<file path="config.mk">
export PLATFORM = sky130hd
export DESIGN_NAME = note_judge
export DESIGN_NICKNAME = d
export VERILOG_FILES = /design/src/rtl/note_judge.sv
export SDC_FILE = /design/constraint.sdc
export NUM_CORES = 1
export LEC_CHECK = 0
export BUFFER_PORTS_ARGS = -buffer_cell sky130_fd_sc_hd__buf_2
export CAP_MARGIN = 20
export CORE_ASPECT_RATIO = 1.25
export CORE_MARGIN = 2
export CORE_UTILIZATION = 47
export CTS_CLUSTER_DIAMETER = 60
export DETAILED_ROUTE_END_ITERATION = 16
export GPL_TIMING_DRIVEN = 0
export PLACE_DENSITY = 0.71
export SLEW_MARGIN = 20
export SYNTH_ARGS = -nofsm -noshare
export SYNTH_HDL_FRONTEND = slang
export SYNTH_SLANG_ARGS = --single-unit
</file>
<file path="constraint.sdc">
create_clock -name clk -period 7.3 [get_ports clk]
set_input_delay 0.73 -clock clk [delete_from_list [all_inputs] [get_ports clk]]
set_output_delay 0.73 -clock clk [all_outputs]
set_load 0.005 [all_outputs]
</file>
<file path="src/rtl/note_judge.sv">
// note_judge: buffers upcoming chart notes and judges the head note against the live timer
// and the player's key press edges. It produces PERFECT/GOOD/MISS pulses and keeps the
// running score, combo and max_combo.
// Optional build macro: STRAY_PRESS_PENALTY_EN. When defined, any press edge that does not
// score a hit while the timer runs breaks the combo.
module note_judge #(
    parameter int unsigned TW          = 10,
    parameter int unsigned LANES       = 4,
    parameter int unsigned DEPTH       = 8,
    parameter int unsigned PERFECT_WIN = 2,
    parameter int unsigned GOOD_WIN    = 6,
    parameter int unsigned SCORE_W     = 16,
    localparam int unsigned LW         = (LANES > 1) ? $clog2(LANES) : 1
) (
    input  logic               clk,
    input  logic               reset,
    input  logic               clear,
    input  logic [TW-1:0]      time_in,
    input  logic               time_run,
    input  logic               note_valid,
    input  logic [TW-1:0]      note_time,
    input  logic [LW-1:0]      note_lane,
    output logic               note_ready,
    input  logic [LANES-1:0]   key_press,
    output logic               judge_valid,
    output logic [1:0]         judge_result,
    output logic [LW-1:0]      judge_lane,
    output logic [SCORE_W-1:0] score,
    output logic [SCORE_W-1:0] combo,
    output logic [SCORE_W-1:0] max_combo
);

    localparam int unsigned AW = (DEPTH > 1) ? $clog2(DEPTH) : 1;
    localparam logic [TW:0] LP_PERF = (TW+1)'(PERFECT_WIN);
    localparam logic [TW:0] LP_GOOD = (TW+1)'(GOOD_WIN);
    localparam logic [AW:0] LP_FULL = (AW+1)'(DEPTH);

    typedef enum logic [1:0] {ResNone, ResPerfect, ResGood, ResMiss} result_e;

    logic [TW-1:0]      r_time [DEPTH];
    logic [LW-1:0]      r_lane [DEPTH];
    logic [AW-1:0]      r_wptr, r_rptr;
    logic [AW:0]        r_count;
    logic [LANES-1:0]   r_key_prev;
    logic               r_judge_valid;
    result_e            r_judge_result;
    logic [LW-1:0]      r_judge_lane;
    logic [SCORE_W-1:0] r_score, r_combo, r_max_combo;

    logic               w_flush;
    logic               w_push, w_pop;
    logic [LANES-1:0]   w_press;
    logic [TW-1:0]      w_head_time;
    logic [LW-1:0]      w_head_lane;
    logic [TW:0]        w_diff, w_adiff;
    logic               w_late, w_head_press;
    result_e            w_result;
    logic [SCORE_W:0]   w_score_sum;
    logic [SCORE_W-1:0] w_score_nxt, w_combo_nxt, w_max_nxt;

    assign w_flush     = reset | clear;
    assign note_ready  = (r_count != LP_FULL);
    assign w_push      = note_valid & note_ready;
    assign w_press     = key_press & ~r_key_prev;
    assign w_head_time = r_time[r_rptr];
    assign w_head_lane = r_lane[r_rptr];

    // Signed distance from the note: negative means the note is still in the future.
    assign w_diff       = {1'b0, time_in} - {1'b0, w_head_time};
    assign w_adiff      = w_diff[TW] ? (~w_diff + 1'b1) : w_diff;
    assign w_late       = !w_diff[TW] && (w_diff > LP_GOOD);
    assign w_head_press = w_press[w_head_lane];

    // Judge the head note only; at most one pop per cycle.
    always_comb begin
        w_result = ResNone;
        w_pop    = 1'b0;
        if (time_run && (r_count != '0)) begin
            if (w_head_press && (w_adiff <= LP_PERF)) begin
                w_result = ResPerfect;
                w_pop    = 1'b1;
            end else if (w_head_press && (w_adiff <= LP_GOOD)) begin
                w_result = ResGood;
                w_pop    = 1'b1;
            end else if (w_late) begin
                w_result = ResMiss;
                w_pop    = 1'b1;
            end
        end
    end

    // Next score/combo values with saturation at all-ones.
    always_comb begin
        w_score_sum = {1'b0, r_score};
        w_combo_nxt = r_combo;
        unique case (w_result)
            ResPerfect: w_score_sum = {1'b0, r_score} + (SCORE_W+1)'(2);
            ResGood:    w_score_sum = {1'b0, r_score} + (SCORE_W+1)'(1);
            default:    w_score_sum = {1'b0, r_score};
        endcase
        w_score_nxt = w_score_sum[SCORE_W] ? '1 : w_score_sum[SCORE_W-1:0];
        if (w_result == ResPerfect || w_result == ResGood) begin
            w_combo_nxt = (r_combo == '1) ? r_combo : r_combo + SCORE_W'(1);
        end else if (w_result == ResMiss) begin
            w_combo_nxt = '0;
`ifdef STRAY_PRESS_PENALTY_EN
        end else if (time_run && (|w_press)) begin
            // Press edge that scored nothing: wrong lane, too early, or nothing queued.
            w_combo_nxt = '0;
`endif
        end
        w_max_nxt = (w_combo_nxt > r_max_combo) ? w_combo_nxt : r_max_combo;
    end

    // FIFO storage; contents are don't-care while the entry is not counted.
    always_ff @(posedge clk) begin
        if (w_push) begin
            r_time[r_wptr] <= note_time;
            r_lane[r_wptr] <= note_lane;
        end
    end

    // Pointers, count, key history, registered judgement and HUD counters.
    always_ff @(posedge clk) begin
        if (w_flush) begin
            r_wptr         <= '0;
            r_rptr         <= '0;
            r_count        <= '0;
            r_key_prev     <= '0;
            r_judge_valid  <= 1'b0;
            r_judge_result <= ResNone;
            r_judge_lane   <= '0;
            r_score        <= '0;
            r_combo        <= '0;
            r_max_combo    <= '0;
        end else begin
            if (w_push) r_wptr <= r_wptr + 1'b1;
            if (w_pop)  r_rptr <= r_rptr + 1'b1;
            if (w_push && !w_pop)      r_count <= r_count + 1'b1;
            else if (w_pop && !w_push) r_count <= r_count - 1'b1;
            r_key_prev     <= key_press;
            r_judge_valid  <= w_pop;
            r_judge_result <= w_result;
            r_judge_lane   <= w_pop ? w_head_lane : '0;
            r_score        <= w_score_nxt;
            r_combo        <= w_combo_nxt;
            r_max_combo    <= w_max_nxt;
        end
    end

    assign judge_valid  = r_judge_valid;
    assign judge_result = r_judge_result;
    assign judge_lane   = r_judge_lane;
    assign score        = r_score;
    assign combo        = r_combo;
    assign max_combo    = r_max_combo;

endmodule

</file>
==> summary.md, run 1 <==
| Metric | Value |
|---|---|
| WP data required | 7.62 ns |
| Gr usage total | 20.07% |
| CTS clk-pin slew, worst paths | 0.07 ns |
| Drt initial violations | 405 |
| Cells after synthesis | 726 |
| Fmax | 0.1430 GHz |
| Switching share of power | 28.87% |
| HPWL after detailed placement | 13,310 um |
| I/O pin cnt | 85 |
| Final setup fails | 0 |
| Worst slew margin | 47.91% |
| Effective utilization at floorplan | 47.86% |
| Yosys top cell area share | 34.69% |
| Vias | 6,113 |
| Critical Path Slowest Stage Cell | mux4_2 |
| Register share of total power | 43.4% |
| Gate power share | 17.9% |
| Lkg Pwr | 3.991 nW |
| Async SR Flop Fraction | 0% |
| Die height | 152.7 um |
| Vias in the first global route | 5,733 |
| Sw Pwr | 0.6755 mW |
| Clock Latency Late Sink | 0.43 ns |
| Hold depth | 2 |
| Placed cells | 1,040 |
| Post-Syn Area | 8310 sq um |
| Cts bufs inserted | 17 |
| H-tree depth | 4 |
| Tcrit/Tclk final | 95.80% |
| Setup Skew | 0.009741 ns |
| Die X | 122.9 um |
| Final net count | 917 |
| Die area | 18,770 sq um |
| Final Wtd Congestion | 0.9077 |
| Status | finished clean |
| HP Class | flop to flop |
| Crit path largest cell delay | 0.50 ns |
| Post-route cell area | 10,050 sq um |
| Initial antenna violation count | 0 |
| Non-filler instance count after layout | 1,082 |
| Min Hold Slack | 0.4716 ns |
| Post-Route WL | 18,690 um |
| Hold-fix buffers, CTS | 0 |
| Area Growth Syn to Fin | 20.96% |
| Cell Pwr Density | 232.8 nW/um^2 |
| Ys Warns | 0 |
| ANT nets after route | 0 |
| Max-cap viol count | 0 |
| Share of layout cells above drive strength 1 | 27.39% |
| Ant. Diodes | 0 |
| DRC violations left | 0 |
| Num rows | 54 |
| CTS Root Cell | clkbuf_16 |
| Number of port buffers | 84 |
| Share of total power in the clock network | 38.7% |
| R2R setup slack | 0.31 ns |
| Yosys top cell by area | edfxtp_1 |
| Post-synthesis sequential area ratio | 51.55% |
| CP startpoint kind | flop |
| Routed len/inst | 17.27 um |
| Internal power | 1.664 mW |
| Core region area | 17,360 sq um |
| Worst vdd ir | 0.1741 mV |
| First-pass GRT wire length | 29,140 um |
| Crit path capture type | flop |
| CTS tree | built |
| Worst EP arrival | 7.32 ns |
| CP max FO | 9 |
| FF-to-FF path depth | 32 |
| TritonRoute pass-1 iters | 5 |
| Clock sinks | 166 |
| Syn avg cell area | 11.45 sq um |
| Final Max Tran Viols | 0 |
| Worst-Margin Slew | 0.7805 ns |
| Tmin final | 6.993 ns |
| Largest cells by area after synthesis | edfxtp_1 (35%), dfxtp_1 (17%), mux4_2 (6.5%) |
| Unique masters post-synth | 76 |
| Critical path class | flop to flop |
| Post-synth EDFFs | 96 |
| FF+latch count, synth | 166 |
| Dominant synthesized flop cell | edfxtp_1 |
| Hold Violations, Final | 0 |
| Most frequent cell on the critical path | a21o_1 |
| Largest net degree at the start of global routing | 21 |
| GRT Residual Overflow | 0 |
| Post-DP Area | 9097 sq um |
| Clock Path Buffers | 2 |
| Via-to-Cell Ratio | 5.650 |
| Synth Net Count | 798 |
| Total Power | 2.340 mW |
==> layer usage <==
layer	routed length, um	track usage, %	part of all wire [%]	vias up
li1	-	-	-	2953
met1	7962	24.82	43	2967
met2	9554	34.20	51	167
met3	869	4.117	4.6	26
met4	304	7.444	1.6	0
met5	0	0	0	-
==> through the flow <==
| stage | TNS, ns | util [%] | worst slack (ns) |
|---|---|---|---|
| 2_1_floorplan | 0 | - | 0.2368 |
| 3_3_place_gp | -16.10 | 51.91 | -1.124 |
| 3_5_place_dp | -17.48 | 52.39 | -1.200 |
| 4_1_cts | 0 | 56.46 | 0.007043 |
| 5_1_grt | -0.1993 | 57.89 | -0.03786 |
| 6_report | 0 | 57.89 | 0.3065 |
==> synthesized netlist by cell type, drive strengths merged, types with 3 or more instances <==
library cell and count:
dfxtp 70, o2111a 3, or3 6, a211o 3, nand4 13, nor3 19, and4 3, mux2i 39
and3 8, o21a 3, mux4 25, nand2 79, and2 10, or2 6, buf 10, a21o 15
clkbuf 20, nand2b 8, a31oi 11, ha 39, a22oi 6, nor2 37, nand3 17, o31ai 6
xnor2 10, a211oi 4, edfxtp 96, a21oi 37, a311oi 3, inv 48, mux2 4, o221ai 4
o211ai 4, o21ai 24, xor2 4
==> area by class of cell <==
type,instances,area (sq um)
Fill cell,1380,7312
Sequential cell,166,4285
Multi-Input combinational cell,482,3924
Timing Repair Buffer,102,573.1
Clock buffer,17,425.4
Tap cell,224,280.3
Buffer,28,196.4
Clock inverter,15,185.2
Inverter,48,182.7
==> cell usage in the layout, fill, tap and decap left out, types with 8 or more instances in the layout <==
| cell | synthesis | routed |
|---|---|---|
| edfxtp_1 | 96 | 96 |
| buf_2 | 2 | 87 |
| nand2_1 | 79 | 78 |
| dfxtp_1 | 70 | 69 |
| inv_1 | 48 | 47 |
| ha_1 | 39 | 37 |
| a21oi_1 | 37 | 35 |
| mux2i_1 | 39 | 34 |
| nor2_1 | 37 | 33 |
| mux4_2 | 24 | 24 |
| o21ai_0 | 24 | 23 |
| nand3_1 | 17 | 17 |
| buf_4 | 2 | 17 |
| clkbuf_16 | 0 | 17 |
| a21o_1 | 14 | 14 |
| nor3_1 | 18 | 13 |
| nand4_1 | 13 | 13 |
| clkbuf_1 | 19 | 13 |
| a31oi_1 | 10 | 9 |
| and2_1 | 9 | 8 |
| nand2b_1 | 8 | 8 |
==> sequential cells by signal, indices dropped and copies added, names as in the netlist, 2 cells and up, named ones only <==
signal	flops
r_rptr	3
r_wptr	3
judge_lane	2
r_lane	16
r_count	4
score	16
max_combo	16
judge_result	2
r_time	80
r_key_prev	4
combo	16
==> worst paths after layout <==
check | startpoint | end
setup / recovery | flop | max_combo[0]
hold / removal | r_rptr[1] | flop
setup reg to reg | flop | max_combo[0]
hold reg to reg | r_rptr[1] | flop
==> power groups by stage <==
stage | clock (mW) | combinational [mW] | sequential [mW]
3_3_place_gp | 0 | 0.340 | 1.04
4_1_cts | 0.921 | 0.358 | 1.01
5_1_grt | 0.961 | 0.456 | 1.02
2_1_floorplan | 0 | 0.260 | 1.03
3_5_place_dp | 0 | 0.346 | 1.04
6_report | 0.907 | 0.418 | 1.01
==> worst max-delay path: cells and delay by family, from the launching register on <==
family                   cells  cell delay (ns)
multiplexers                 4             1.27
flip-flops                   1             0.32
AO/OA/AOI/OAI               10             1.63
adder cells (fa/ha/maj)      5             1.43
buffers and inverters        5             0.68
AND/OR/NAND/NOR              8             1.51
==> kinds of logic (layout without fill, tap and decap cells) <==
family | Yosys count | after routing | share of synthesized area (%)
muxes | 68 | 68 | 12.06
and+or+nand+nor | 218 | 218 | 12.90
xor gates and xnor gates | 14 | 14 | 1.475
DFF | 166 | 166 | 51.55
adders and majority gates | 41 | 41 | 6.354
AOI/OAI and AO/OA | 141 | 141 | 11.80
buffers and inverters | 78 | 210 | 3.854
==> timing repair <==
item,4_1_cts,5_1_grt
pin swaps,1,9
gates resized for setup,29,39
setup buffers,1,11
endpoints found under the setup margin,16,16
Note: power is estimated with default switching activity, not from simulation.
==> run 2: changes to the inputs <==
--- a/config.mk
+++ b/config.mk
@@ -9,11 +9,12 @@
 export CAP_MARGIN = 20
 export CORE_ASPECT_RATIO = 1.25
 export CORE_MARGIN = 2
-export CORE_UTILIZATION = 47
+export CORE_UTILIZATION = 25
 export CTS_CLUSTER_DIAMETER = 60
 export DETAILED_ROUTE_END_ITERATION = 16
 export GPL_TIMING_DRIVEN = 0
-export PLACE_DENSITY = 0.71
+export PLACE_DENSITY = 0.45
+export REMOVE_ABC_BUFFERS = 1
 export SLEW_MARGIN = 20
 export SYNTH_ARGS = -nofsm -noshare
 export SYNTH_HDL_FRONTEND = slang
==> summary.md, run 2 (synthesis results as in run 1) <==
| Metric | Value |
|---|---|
| Critical Path Slowest Stage Cell | mux4_2 |
| Fin Setup TNS | 0 ns (unchanged) |
| WP data required | 7.63 ns (about the same) |
| Tcrit/Tclk final | 95.97% (+0.16 points) |
| Worst EP arrival | 7.33 ns (about the same) |
| CP startpoint kind | flop |
| Commonest cells after routing, fill and taps aside | edfxtp_1 (96), buf_2 (84), nand2_1 (77) |
| Die area | 34,730 sq um (+85%) |
| Post-DP Area | 9320 sq um (+2.4%) |
| Num rows | 74 (+37%) |
| Most frequent cell on the critical path | a21o_1 |
| TritonRoute pass-1 iters | 6 (+1) |
| Min Hold Slack | 0.4775 ns (+0.005948 ns) |
| Clock sinks | 166 (unchanged) |
| Worst slew margin | 47.85% (-0.057 points) |
| CTS tree | built |
| CP max FO | 10 (+1) |
| Share of layout cells above drive strength 1 | 28.89% (+1.5 points) |
| Routed len/inst | 16.47 um (-4.7%) |
| First-pass GRT wire length | 33,020 um (+13%) |
| Setup Skew | 0.01510 ns (+0.005356 ns) |
| Grt met1 use | 14.95% (-9.9 points) |
| Hold Violations, Final | 0 (unchanged) |
| Most common cell after layout, fill and taps aside | edfxtp_1 |
| Ant. Diodes | 0 (unchanged) |
| Die height | 207.8 um (+36%) |
| I/O pin cnt | 85 (unchanged) |
| Effective utilization at floorplan | 25.43% (-22 points) |
| Post-route cell area | 10,300 sq um (+2.5%) |
| Util after Layout | 31.52% (-26 points) |
| Routing usage on met2 | 21.03% (-13 points) |
| Max FFs per register | 80 (unchanged) |
| CTS clk-pin slew, worst paths | 0.07 ns (about the same) |
| Area Growth Syn to Fin | 23.95% |
| Clock Path Buffers | 2 (unchanged) |
| Lkg Pwr | 3.966 nW (-0.62%) |
| ANT nets after route | 0 (unchanged) |
| FF-to-FF path depth | 32 (unchanged) |
| Gr usage total | 12.11% (-8.0 points) |
| Number of port buffers | 84 (unchanged) |
| Layer with the highest usage | met2 |
| Post-Route WL | 20,850 um (+12%) |
| Final Wtd Congestion | 0.8067 (-11%) |
| HPWL after detailed placement | 14,890 um (+12%) |
| Biggest register | r_time |
| Worst-Margin Slew | 0.7814 ns (+0.0008619 ns) |
| Final net count | 907 (-1.1%) |
| Status | finished clean |
| H-tree depth | 4 (unchanged) |
| Core region area | 32,680 sq um (+88%) |
| DRC violations left | 0 (unchanged) |
| Final Max Tran Viols | 0 (unchanged) |
| HP Class | flop to flop |
| Max-cap viol count | 0 (unchanged) |
| Via-to-Cell Ratio | 4.710 (-17%) |
| Critical path class | flop to flop |
| Met3 capacity usage during global routing | 2.631% (-1.5 points) |
| Vias in the first global route | 6,019 (+5.0%) |
| Largest net degree at the start of global routing | 25 (+19%) |
| GRT Residual Overflow | 0 (unchanged) |
| Crit path capture type | flop |
| Clock Latency Late Sink | 0.44 ns (about the same) |
| Cell Pwr Density | 226.3 nW/um^2 (-2.8%) |
| Vias | 5,963 (-2.5%) |
| Hold-fix buffers, CTS | 0 (unchanged) |
| Final setup fails | 0 (unchanged) |
| Fmax | 0.1427 GHz (-0.17%) |
| Drt initial violations | 309 (-24%) |
| Initial antenna violation count | 1 (+1) |
| Crit path largest cell delay | 0.51 ns (about the same) |
| Die X | 167.1 um (+36%) |
| Tmin final | 7.005 ns (+0.01204 ns) |
| Worst vdd ir | 0.1119 mV (-36%) |
| CTS Root Cell | clkbuf_16 |
| Cts bufs inserted | 17 (unchanged) |
| Hold depth | 2 (unchanged) |
-- run 2: final timing paths --
check | start | to | slack [ns]
worst min register to register | max_combo[13] | max_combo[13] | 0.48
worst min-delay path | max_combo[13] | max_combo[13] | 0.48
worst max register to register | flop | max_combo[0] | 0.29
worst max-delay path | flop | max_combo[0] | 0.29
-- run 2: routing by layer --
layer	up-vias	wire length, um
met5	-	16
met4	2	357
met3	23	671
met2	102	10440
met1	2911	9371
li1	2925	-
-- run 2: per-stage QoR --
| step | std cells | worst slack, ns | power, mW |
|---|---|---|---|
| final | 1266 | 0.2945 | 2.331 |
| after global routing | 1266 | -0.01503 | 2.435 |
| after CTS | 1249 | 0.03624 | 2.323 |
| after detailed placement | 1211 | -1.064 | 1.392 |
| after global placement | 1198 | -2.685 | 1.378 |
| after floorplan | 696 | -0.5538 | 1.284 |
-- run 2: critical path, delay by kind of cell, from the launching register on --
family	cells	cell delay [ns]
AO/OA/AOI/OAI	13	2.46
AND/OR/NAND/NOR	7	1.19
multiplexers	4	1.26
adder cells (fa/ha/maj)	4	1.02
flip-flops	1	0.40
buffers and inverters	4	0.55
-- run 2: repair_timing --
action,CTS,global route
resized for setup,22,24
setup endpoints to repair,16,16
pin swaps,3,12
buffers inserted,5,17
gates cloned,1,0
-- run 2: cell type report --
cell class                 count  area (sq um)
timing repair inverter         1         5.005
clock buffer                  18         429.2
tap                          418         523.0
sequential                   166          4293
multi-input combinational    482          3963
fill                        3372         22380
clock inverter                14         150.1
timing repair buffer         119         754.5
inverter                      48         183.9
-- run 2: where the power goes --
group,switching (mW),internal (mW)
Clock,0.439,0.459
Sequential,0.0116,1.00
Combinational,0.230,0.188
==> run 3: changes to the inputs <==
--- a/config.mk
+++ b/config.mk
@@ -10,6 +10,7 @@
 export CORE_ASPECT_RATIO = 1.25
 export CORE_MARGIN = 2
 export CORE_UTILIZATION = 25
+export CTS_BUF_LIST = sky130_fd_sc_hd__clkbuf_8 sky130_fd_sc_hd__clkbuf_16
 export CTS_CLUSTER_DIAMETER = 60
 export DETAILED_ROUTE_END_ITERATION = 16
 export GPL_TIMING_DRIVEN = 0
==> summary.md, run 3 (synthesis results as in run 1) <==
| Metric | Value |
|---|---|
| Util after Layout | 31.52% (unchanged) |
| Final Wtd Congestion | 0.8067 (unchanged) |
| CTS clk-pin slew, worst paths | 0.07 ns (about the same) |
| Die area | 34,730 sq um (unchanged) |
| Cts bufs inserted | 17 (unchanged) |
| Gr usage total | 12.11% (unchanged) |
| Biggest register | r_time |
| H-tree depth | 4 (unchanged) |
| Sw Pwr | 0.6812 mW (about the same) |
| Hold_sp | max_combo[13] |
| Tcrit/Tclk final | 95.97% (about the same) |
| Share of total power in the clock network | 38.5% (about the same) |
| HPWL after detailed placement | 14,890 um (unchanged) |
| Commonest cells after routing, fill and taps aside | edfxtp_1 (96), buf_2 (84), nand2_1 (77) |
| Routed len/inst | 16.47 um (about the same) |
| Final net count | 907 (unchanged) |
| Status | finished clean |
| Critical Path Slowest Stage Cell | mux4_2 |
| Area Growth Syn to Fin | 23.95% (unchanged) |
| Worst R2R End | max_combo[0] |
| Ant. Diodes | 0 (unchanged) |
| Vias | 5,966 (+0.050%) |
| I/O pin cnt | 85 (unchanged) |
| Cell Pwr Density | 226.2 nW/um^2 (about the same) |
| Via-to-Cell Ratio | 4.712 (about the same) |
| Total Power | 2.330 mW (about the same) |
| DRC violations left | 0 (unchanged) |
| HP Class | flop to flop |
| Most frequent cell on the critical path | a21o_1 |
| Final setup fails | 0 (unchanged) |
| Clock Latency Late Sink | 0.44 ns (about the same) |
| Die X | 167.1 um (unchanged) |
| Crit path largest cell delay | 0.51 ns (about the same) |
| Fmax | 0.1427 GHz (unchanged) |
| ANT nets after route | 0 (unchanged) |
| Hold depth | 2 (unchanged) |
| Hold Path End | max_combo[13] |
| GRT Residual Overflow | 0 (unchanged) |
| Layout fillers | 3,372 (unchanged) |
| Gate power share | 17.9% (about the same) |
| Drt initial violations | 309 (unchanged) |
| FF-to-FF path depth | 32 (unchanged) |
| TritonRoute pass-1 iters | 6 (unchanged) |
| Hold Violations, Final | 0 (unchanged) |
| Register share of total power | 43.6% (about the same) |
| CTS Root Cell | clkbuf_16 |
| Core region area | 32,680 sq um (unchanged) |
| Clock Path Buffers | 2 (unchanged) |
| Hold-fix buffers, CTS | 0 (unchanged) |
| Internal power | 1.649 mW (about the same) |
| Max-cap viol count | 0 (unchanged) |
| CTS tree | built |
| Share of layout cells above drive strength 1 | 28.89% (unchanged) |
| Setup Skew | 0.01510 ns (-0.000001000 ns) |
| Num rows | 74 (unchanged) |
| Post-route cell area | 10,300 sq um (unchanged) |
| Vias in the first global route | 6,019 (unchanged) |
| CP max FO | 10 (unchanged) |
| Switching share of power | 29.24% (about the same) |
| Die height | 207.8 um (unchanged) |
| WP data required | 7.63 ns (about the same) |
| First-pass GRT wire length | 33,020 um (unchanged) |
| Lkg Pwr | 3.970 nW (+0.10%) |
| CP startpoint kind | flop |
| Crit path capture type | flop |
| Clock sinks | 166 (unchanged) |
| Number of port buffers | 84 (unchanged) |
| Worst-Margin Slew | 0.7814 ns (-0.00004476 ns) |
| Post-Route WL | 20,850 um (about the same) |
| Worst vdd ir | 0.1121 mV (+0.16%) |
| Worst slew margin | 47.85% (about the same) |
| Largest net degree at the start of global routing | 25 (unchanged) |
| Post-DP Area | 9320 sq um (unchanged) |
| Max FFs per register | 80 (unchanged) |
| Tmin final | 7.005 ns (+0.000005000 ns) |
| Final Max Tran Viols | 0 (unchanged) |
| Initial antenna violation count | 1 (unchanged) |
| Most common cell after layout, fill and taps aside | edfxtp_1 |
| Worst EP arrival | 7.33 ns (about the same) |
| R2R setup slack | 0.29 ns (about the same) |
| Critical path class | flop to flop |
| Effective utilization at floorplan | 25.43% (unchanged) |
run 3: cell count changes in the layout (fill, tap and decap cells not counted), sizes merged:
cell    previous run  this run
clkbuf            18        17
inv               56        57
run 3: how the worst max path moves through the flow:
stage,from,to
after floorplan,flop,max_combo[0]
after global placement,flop,max_combo[0]
after detailed placement,flop,max_combo[0]
after CTS,flop,max_combo[0]
after global routing,flop,max_combo[0]
final,flop,max_combo[0]
run 3: power groups by stage:
stage | registers, mW | clock network, mW | logic, mW
after floorplan | 1.04 | 0 | 0.248
after global placement | 1.04 | 0 | 0.338
after detailed placement | 1.04 | 0 | 0.355
after CTS | 1.02 | 0.927 | 0.380
after global routing | 1.02 | 0.959 | 0.457
final | 1.02 | 0.897 | 0.418
run 3: stage by stage:
step	instances	setup slack [ns]	setup TNS [ns]	hold WS, ns
after detailed placement	1211	-1.064	-13.74	0.4702
after floorplan	696	-0.5538	-4.181	0.4459
after CTS	1249	0.03624	0	0.4831
after global routing	1266	-0.01503	-0.01503	0.4955
final	1266	0.2945	0	0.4775
after global placement	1198	-2.685	-41.05	0.4617
run 3: cell type report:
| type | instances | area, sq um | share of cell area, % |
|---|---|---|---|
| repair buffers | 119 | 754.5 | 7.324 |
| clock buffers | 17 | 425.4 | 4.130 |
| multi-input cells | 482 | 3963 | 38.47 |
| well taps | 418 | 523.0 | 5.077 |
| clock inverters | 15 | 153.9 | 1.494 |
| repair inverters | 1 | 5.005 | 0.04859 |
| flip-flops and latches | 166 | 4293 | 41.67 |
| inverters | 48 | 183.9 | 1.785 |
run 3: timing repair:
| action | 4_1_cts | 5_1_grt |
|---|---|---|
| gates resized for setup | 22 | 24 |
| pin swaps | 3 | 12 |
| endpoints found under the hold margin | 0 | 0 |
| endpoints found under the setup margin | 16 | 16 |
| buffers inserted | 5 | 17 |
| gates cloned | 1 | 0 |
run 3: routing by layer:
metal	track usage, %	wire [um]
met5	0	16
met4	3.775	357
met3	2.631	683
met2	21.03	10440
met1	14.95	9356
run 3: critical path: cells and delay by family, from the launching register on:
family | cells | cell delay [ns]
buffers and inverters | 4 | 0.55
multiplexers | 4 | 1.26
AND/OR/NAND/NOR | 7 | 1.19
flip-flops | 1 | 0.40
AO/OA/AOI/OAI | 13 | 2.46
adder cells (fa/ha/maj) | 4 | 1.02
